### config.mk
export PLATFORM = sky130hd
export DESIGN_NAME = rcv_fifo_ctrl
export DESIGN_NICKNAME = d
export VERILOG_FILES = /design/src/rtl/rcv_pkg.sv /design/src/rtl/rcv_fifo_mem.sv /design/src/rtl/rcv_fifo_ctrl.sv
export SDC_FILE = /design/constraint.sdc
export NUM_CORES = 1
export LEC_CHECK = 0
export CORE_MARGIN = 2
export CORE_UTILIZATION = 55
export DETAILED_ROUTE_END_ITERATION = 16
export PLACE_DENSITY = 0.78
export SKIP_LAST_GASP = 1
export SLEW_MARGIN = 20
export SYNTH_ARGS = -nofsm -noshare
export SYNTH_HDL_FRONTEND = slang
export SYNTH_SLANG_ARGS = --single-unit
export TNS_END_PERCENT = 30
### constraint.sdc
create_clock -name clk -period 7.05 [get_ports clk]
set_input_delay 2.115 -clock clk [delete_from_list [all_inputs] [get_ports clk]]
set_output_delay 2.115 -clock clk [all_outputs]
set_load 0.01 [all_outputs]
### src/rtl/rcv_pkg.sv
// Shared types for the receive FIFO controller.
// RCV_FIFO_ERR_TAG_EN widens each FIFO entry with an overrun tag bit.
package rcv_pkg;

  localparam int RCV_BYTE_W = 8;

  typedef enum logic [1:0] {
    IDLE = 2'd0,
    ACK  = 2'd1,
    WAIT = 2'd2
  } rcv_ctrl_state_t;

`ifdef RCV_FIFO_ERR_TAG_EN
  typedef struct packed {
    logic                  err;
    logic [RCV_BYTE_W-1:0] data;
  } rcv_entry_t;
`else
  typedef struct packed {
    logic [RCV_BYTE_W-1:0] data;
  } rcv_entry_t;
`endif

endpackage

### src/rtl/rcv_fifo_mem.sv
// Register-array storage for the receive FIFO: one write port and an
// asynchronous (show-ahead) read port.
module rcv_fifo_mem
  import rcv_pkg::*;
#(
  parameter int DEPTH = 8,
  parameter int AW    = $clog2(DEPTH)
) (
  input  logic          clk,
  input  logic          we,
  input  logic [AW-1:0] waddr,
  input  rcv_entry_t    wdata,
  input  logic [AW-1:0] raddr,
  output rcv_entry_t    rdata
);

  rcv_entry_t mem [DEPTH];

  always_ff @(posedge clk) begin
    if (we) mem[waddr] <= wdata;
  end

  assign rdata = mem[raddr];

endmodule

### src/rtl/rcv_fifo_ctrl.sv
// Receive-side controller: acknowledges rcv_block bytes into a show-ahead FIFO
// and counts framing-error packets. RCV_FIFO_ERR_TAG_EN enables the overrun tag.
module rcv_fifo_ctrl
  import rcv_pkg::*;
#(
  parameter int DEPTH  = 8,
  parameter int DROP_W = 8
) (
  input  logic                  clk,
  input  logic                  rst,
  input  logic                  data_ready,
  input  logic [RCV_BYTE_W-1:0] rx_data,
  input  logic                  framing_error,
  input  logic                  overrun_error,
  output logic                  data_read,
  input  logic                  pop,
  output logic [RCV_BYTE_W-1:0] rd_data,
  output logic                  rd_err,
  output logic                  empty,
  output logic                  full,
  output logic [$clog2(DEPTH):0] count,
  output logic [DROP_W-1:0]     drop_cnt,
  output rcv_ctrl_state_t       fsm_state
);

  localparam int AW = $clog2(DEPTH);
  localparam logic [AW:0] FULL_CNT = (AW+1)'(DEPTH);

  // Handshake: a byte is offered while data_ready is high; it is taken at the
  // edge where IDLE sees data_ready && !full, data_read pulses the next cycle,
  // and the FSM then waits for data_ready to drop before taking another byte.
  rcv_ctrl_state_t state, state_nxt;
  logic [AW-1:0]   wptr, rptr;
  logic            push, pop_ok, fe_q;
  rcv_entry_t      wentry, rentry;

  assign full      = (count == FULL_CNT);
  assign empty     = (count == '0);
  assign pop_ok    = pop && !empty;
  assign fsm_state = state;

  always_comb begin
    state_nxt = state;
    push      = 1'b0;
    data_read = 1'b0;
    case (state)
      IDLE: begin
        if (data_ready && !full) begin
          push      = 1'b1;
          state_nxt = ACK;
        end
      end
      ACK: begin
        data_read = 1'b1;
        state_nxt = WAIT;
      end
      WAIT: begin
        if (!data_ready) state_nxt = IDLE;
      end
      default: state_nxt = IDLE;
    endcase
  end

  always_ff @(posedge clk) begin
    if (rst) begin
      state    <= IDLE;
      wptr     <= '0;
      rptr     <= '0;
      count    <= '0;
      fe_q     <= 1'b0;
      drop_cnt <= '0;
    end else begin
      state <= state_nxt;
      if (push)   wptr <= wptr + 1'b1;
      if (pop_ok) rptr <= rptr + 1'b1;
      case ({push, pop_ok})
        2'b10:   count <= count + 1'b1;
        2'b01:   count <= count - 1'b1;
        default: count <= count;
      endcase
      fe_q <= framing_error;
      // Rising edges only; the counter sticks at all-ones.
      if (framing_error && !fe_q && (drop_cnt != '1)) drop_cnt <= drop_cnt + 1'b1;
    end
  end

`ifdef RCV_FIFO_ERR_TAG_EN
  assign wentry = '{err: overrun_error, data: rx_data};
  assign rd_err = !empty && rentry.err;
`else
  logic unused_overrun;
  assign unused_overrun = overrun_error;
  assign wentry = '{data: rx_data};
  assign rd_err = 1'b0;
`endif

  assign rd_data = empty ? '0 : rentry.data;

  rcv_fifo_mem #(
    .DEPTH(DEPTH),
    .AW   (AW)
  ) u_mem (
    .clk  (clk),
    .we   (push),
    .waddr(wptr),
    .wdata(wentry),
    .raddr(rptr),
    .rdata(rentry)
  );

endmodule

==> flow_summary.yaml, run 1 <==
detailed_routing:
  met1_length_mm: 2.73
  drt-initial-drc-count: 99
  routed_wl_mm: 6.14
  first_pass_iters: 11
  drc: 2
  via_count: 1973
  wl_met2_mm: 3.03
  vias_per_cell: 5.62
  wl_per_cell_um: 17.5
  wl_met3_um: 297
  drtAntennaViolNets: 0
  top_layer: "met4"
global_route:
  antenna_found_initial: 0
  overflow: 0
  grt_pass1_vias: 1925
  grt_max_degree: 24
  grt.total_usage: 0.185
  grt_pass1_wl_mm: 9.93
logic_synthesis:
  synth_area_leaders: "edfxtp_1 52%, dfxtp_1 13%, mux4_2 6.1%"
  ys_seq_area_frac: 0.652
  synth_area_um2: 3680
  ys_types: 45
  avgSynthCellArea_um2: 16.3
  yosysTopAreaCell: "edfxtp_1"
  yosys_warnings: 0
  syn_nets: 246
  syn_inst: 226
  ys_seq_elements: 88
  synth_top_area_frac: 0.522
clocking:
  clock_latency_ns: 0.34
  post_cts_resized: 0
  hold_buffers: 0
  cts.sinks: 88
  root_buffer: "clkbuf_8"
  clk_pin_slew_ns: 0.08
  postCtsSetupRepairBufs: 0
  cts_tree: "yes"
  cts-htree-levels: 3
  numCtsBuffers: 9
  cts.path.max_buffers: 2
placement:
  gp_congestion: 0.772
  place_inst: 335
  pre_cts_slack_ns: 2.54
  dp_hpwl_mm: 3.90
  io_buffers: 37
final_layout:
  drive_gt1_frac: 0.146
  multiInputGateArea_um2: 1190
  antenna_cells: 0
  fin_nets: 289
  seqCellArea_um2: 2400
  area_growth_pct: 16.1
  nFillCells: 460
  fin_cells: 351
setup_path:
  path_cells: "mux4_1 -> mux2i_1 -> nor2_1 -> clkdlybuf4s50_1"
  max_stage_delay_ns: 0.97
  path_buf_inv: 1
  start_kind: "register"
  path_max_fanout: 16
  cp.arrival_ns: 2.68
  reg2reg_slack_ns: 4.60
  path_delay_family: "flip-flops"
  critPathSlowestCell: "dfxtp_1"
  critPathKind: "reg -> out"
  required_ns: 4.93
  crit_path_end_kind: "output port"
timing:
  post-route-period-util: 0.680
  relSlewSlack: 0.352
  max_freq_ghz: 0.209
  rsz0062_at_grt: "false"
  period_needed_ns: 4.79
  final-max-slew-violation-count: 0
  fin_tns_setup_ns: 0
  setup_viol: 0
  fin_ws_ns: 2.26
  tightest_slew_ns: 0.971
  fin_skew_ns: 0.0101
  hold_violations: 0
floorplan:
  die_area_um2: 7370
  start_util: 0.574
  coreArea_um2: 6420
  die_x_um: 85.9
  die_h_um: 85.9
  rows: 29
  io_pins: 40
pwr:
  p_int_uw: 953
  vdd_drop_max_uv: 202
  p_leak_uw: 0.00144
  combPwrFrac: 0.295
  p_per_area_nw_per_um2: 317
  switching_share: 0.296
  power.switching_uw: 401
  clockPowerShare: 0.222
  power_frac_seq: 0.482
run_status:
  outcome: "complete, but fails checks"
  violations: "DRC"
run:
  maxCapViolCount: 0
hold_path:
  hp-class: "reg -> reg"
[power groups by stage]
| stage | combinational, µW | clock (µW) | sequential [µW] |
|---|---|---|---|
| after detailed placement | 404 | 0 | 666 |
| after floorplan | 284 | 0 | 639 |
| after CTS | 405 | 310 | 655 |
| final | 400 | 301 | 653 |
| after global routing | 434 | 334 | 663 |
| after global placement | 396 | 0 | 664 |
[logic make-up after synthesis]
kind of cell	synth area share
AOI/OAI and AO/OA	0.0278
xor gates and xnor gates	0.0306
adders and majority gates	0.0204
buffers and inverters	0.0255
DFF	0.652
muxes	0.140
other	0.00102
and+or+nand+nor	0.103
[sequential cells by signal (all words and copies together) (netlist names), named ones only]
register / flops
u_mem.mem: 64
drop_cnt: 8
count: 4
rptr: 3
wptr: 3
fsm_state: 2
fe_q: 1
[worst register-to-register path: stages, from the launching register on]
cell and delay, ns:
dfxtp_1 0.53, nor4b_4 0.12, nor3_4 0.28, inv_2 0.13, ha_1 0.41, or3_1 0.41
o32ai_2 0.13, mux2_1 0.34
[cell usage after synthesis]
| library cell | count |
|---|---|
| edfxtp_1 | 64 |
| nor2_1 | 28 |
| dfxtp_1 | 24 |
| mux2i_1 | 12 |
| mux4_2 | 10 |
| xor2_1 | 8 |
| a21oi_1 | 6 |
| ha_1 | 6 |
| mux4_1 | 6 |
| nor2b_1 | 5 |
| nand2b_1 | 4 |
| nor3_1 | 4 |
| buf_6 | 3 |
| o211ai_1 | 3 |
| or3_1 | 3 |
| xnor2_1 | 3 |
| and2b_1 | 2 |
| and3_1 | 2 |
| buf_2 | 2 |
| buf_4 | 2 |
| clkbuf_1 | 2 |
| nand2_1 | 2 |
| nand3_1 | 2 |
| o21ai_0 | 2 |
| a311oi_1 | 1 |
| a31oi_1 | 1 |
| and4b_1 | 1 |
| buf_12 | 1 |
| conb_1 | 1 |
| inv_1 | 1 |
| inv_2 | 1 |
| mux2_1 | 1 |
| nand3b_1 | 1 |
| nand3b_4 | 1 |
| nand4_1 | 1 |
| nand4b_1 | 1 |
| nor2b_2 | 1 |
| nor3_4 | 1 |
| nor4_1 | 1 |
| nor4_2 | 1 |
| nor4b_2 | 1 |
| nor4b_4 | 1 |
| o21ai_2 | 1 |
| o32ai_2 | 1 |
| xor2_2 | 1 |
[path summary, 6_finish.rpt]
path	from	to	depth (start not counted)
setup / recovery	register	rd_data[4]	4
hold / removal	fsm_state[0]$_SDFFE_PP0P_	fsm_state[1]$_SDFFE_PP0P_	2
setup reg to reg	count[1]$_SDFFE_PP0P_	count[3]$_SDFFE_PP0P_	7
hold reg to reg	fsm_state[0]$_SDFFE_PP0P_	fsm_state[1]$_SDFFE_PP0P_	2
[through the flow]
stage,area [µm²],hold WS (ns),power (µW),util
floorplan,3680,0.492,924,-
global placement,4110,0.506,1060,0.640
detailed placement,4110,0.531,1070,0.640
CTS,4280,0.544,1370,0.666
global route,4280,0.585,1430,0.666
finish,4280,0.533,1350,0.666
[cells in the final DEF (no fill, tap or decap), types with 3 or more instances in the layout]
cell type,n
nor2_1,28
a21oi_1,6
mux4_1,6
nor3_1,3
xnor2_1,3
ha_1,6
nand2b_1,4
mux2i_1,12
or3_1,3
o211ai_1,3
edfxtp_1,64
dfxtp_1,24
clkinvlp_4,3
clkbuf_8,9
clkdlybuf4s50_1,37
mux4_2,10
xor2_1,8
nor2b_1,5
buf_4,5
[layout make-up]
class	instances	share of cell area
clock inverters	6	0.0102
well taps	77	0.0225
repair buffers	42	0.0953
flip-flops and latches	88	0.561
inverters	2	0.00175
clock buffers	10	0.0298
multi-input cells	126	0.279
[layer usage]
layer | GRT usage | up-vias
met5 | 0 | -
met4 | 0.0736 | 0
met3 | 0.0414 | 9
met2 | 0.284 | 45
met1 | 0.261 | 971
li1 | - | 948
No activity file was read; power rests on OpenSTA's default activity.
==> run 2: changes to the inputs <==
--- a/config.mk
+++ b/config.mk
@@ -6,9 +6,9 @@
 export NUM_CORES = 1
 export LEC_CHECK = 0
 export CORE_MARGIN = 2
-export CORE_UTILIZATION = 55
+export CORE_UTILIZATION = 50
 export DETAILED_ROUTE_END_ITERATION = 16
-export PLACE_DENSITY = 0.78
+export PLACE_DENSITY = 0.75
 export SKIP_LAST_GASP = 1
 export SLEW_MARGIN = 20
 export SYNTH_ARGS = -nofsm -noshare
==> constraint.sdc (replaced) <==
create_clock -name clk -period 4.3 [get_ports clk]
set_input_delay 1.29 -clock clk [delete_from_list [all_inputs] [get_ports clk]]
set_output_delay 1.29 -clock clk [all_outputs]
set_load 0.01 [all_outputs]
==> run 2 against run 1 <==
Against the previous run:
- the flow now finishes without violations
- global-route usage down 1.9 points
- core utilization fell by 5.9 points
- largest power group unchanged
- flip-flop and latch count stayed put
==> flow_summary.yaml, run 2 (synthesis gave the netlist of run 1 again) <==
pwr:
  p_leak_uw: 0.00148
  combPwrFrac: 0.300
  total_power_uw: 2320
  p_per_area_nw_per_um2: 533
  switching_share: 0.297
  power_frac_seq: 0.452
  vdd_drop_max_uv: 224
  p_int_uw: 1630
  power.switching_uw: 689
  clockPowerShare: 0.248
final_layout:
  seqCellArea_um2: 2400
  largest-register: "u_mem.mem"
  area_growth_pct: 18.2
  top_regs: "u_mem.mem (64), drop_cnt (8), count (4)"
  final_common_cell: "edfxtp_1"
  most-common-layout-cells: "64 x edfxtp_1, 37 x clkdlybuf4s50_1, 28 x nor2_1"
  nFillCells: 535
  antenna_cells: 0
  final_cell_area_um2: 4350
  multiInputGateArea_um2: 1190
  largest_register_ffs: 64
  fin_nets: 292
  drive_gt1_frac: 0.159
setup_path:
  required_ns: 3.01
  cp.arrival_ns: 2.29
  start_kind: "register"
  critPathKind: "reg -> out"
  path_max_fanout: 16
  crit_path_end_kind: "output port"
clocking:
  hold_buffers: 0
  clock_latency_ns: 0.36
  cts-htree-levels: 3
  clk_pin_slew_ns: 0.09
  root_buffer: "clkbuf_8"
  cts.sinks: 88
  postCtsSetupRepairBufs: 0
  post_cts_resized: 0
  cts.path.max_buffers: 2
  numCtsBuffers: 9
  cts_tree: "yes"
floorplan:
  coreArea_um2: 7180
  io_pins: 40
  rows: 31
  die_x_um: 89.8
  start_util: 0.514
  die_h_um: 89.8
  die_area_um2: 8070
timing:
  fin_skew_ns: 0.00653
  relSlewSlack: 0.436
  setup_viol: 0
  fin_tns_setup_ns: 0
  hold_violations: 0
  max_freq_ghz: 0.279
  tightest_slew_ns: 0.843
  post-route-period-util: 0.832
  final-max-slew-violation-count: 0
  period_needed_ns: 3.58
  rsz0062_at_grt: "false"
global_route:
  grt_max_degree: 24
  grt_use_met2: 0.271
  grt_pass1_wl_mm: 10.2
  grt_util_met1: 0.212
  grt.total_usage: 0.166
  grt_use_met3: 0.0293
  grt_pass1_vias: 2029
  top_usage_layer: "met2"
  overflow: 0
  antenna_found_initial: 0
placement:
  dp_hpwl_mm: 4.01
  gp_congestion: 0.775
  dpl-instance-area_um2: 4150
  io_buffers: 37
hold_path:
  hp-class: "reg -> reg"
run_status:
  outcome: "finished, final reports clean"
detailed_routing:
  first_pass_iters: 4
  via_count: 2007
  vias_per_cell: 5.34
  drtAntennaViolNets: 0
  routed_wl_mm: 6.37
  drc: 0
  drt-initial-drc-count: 70
  wl_per_cell_um: 16.9
run:
  maxCapViolCount: 0
## run 2: routing by layer
metal  wire length (µm)  share of wire
met3                191          0.030
met5                  0              0
met2               3150           0.49
met4                219          0.034
met1               2810           0.44
## run 2: per-stage QoR
step	hold WS [ns]	cells	utilization	setup WS, ns
2_1_floorplan	0.492	226	-	1.27
3_3_place_gp	0.505	360	0.579	0.654
3_5_place_dp	0.517	360	0.579	0.620
4_1_cts	0.532	376	0.607	0.659
5_1_grt	0.555	376	0.607	0.558
6_report	0.524	376	0.607	0.721
## run 2: final timing paths
check,endpoint,start,slack (ns),cells past startpoint
setup / recovery,rd_data[4],register,0.72,4
hold / removal,fsm_state[1]$_SDFFE_PP0P_,fsm_state[0]$_SDFFE_PP0P_,0.52,2
setup reg to reg,count[2]$_SDFFE_PP0P_,count[1]$_SDFFE_PP0P_,1.79,10
hold reg to reg,fsm_state[1]$_SDFFE_PP0P_,fsm_state[0]$_SDFFE_PP0P_,0.52,2
## run 2: worst max-delay path: stages, from the launching register on
cell	delay, ns
dfxtp_1	0.80
mux4_2	0.33
mux2i_1	0.06
nor2_1	0.17
clkdlybuf4s50_1	0.56
## run 2: area by class of cell
| cell class | count | share of cell area |
|---|---|---|
| clock buffers | 9 | 0.0284 |
| repair buffers | 45 | 0.0989 |
| multi-input cells | 126 | 0.273 |
| clock inverters | 7 | 0.0178 |
| flip-flops and latches | 88 | 0.552 |
| well taps | 99 | 0.0284 |
| inverters | 2 | 0.00172 |
## run 2: power groups by stage
stage | clock network, µW | registers (µW) | logic [µW]
6_report | 576 | 1050 | 696
5_1_grt | 618 | 1060 | 757
4_1_cts | 589 | 1050 | 709
3_5_place_dp | 0 | 1070 | 703
3_3_place_gp | 0 | 1060 | 689
2_1_floorplan | 0 | 1050 | 466
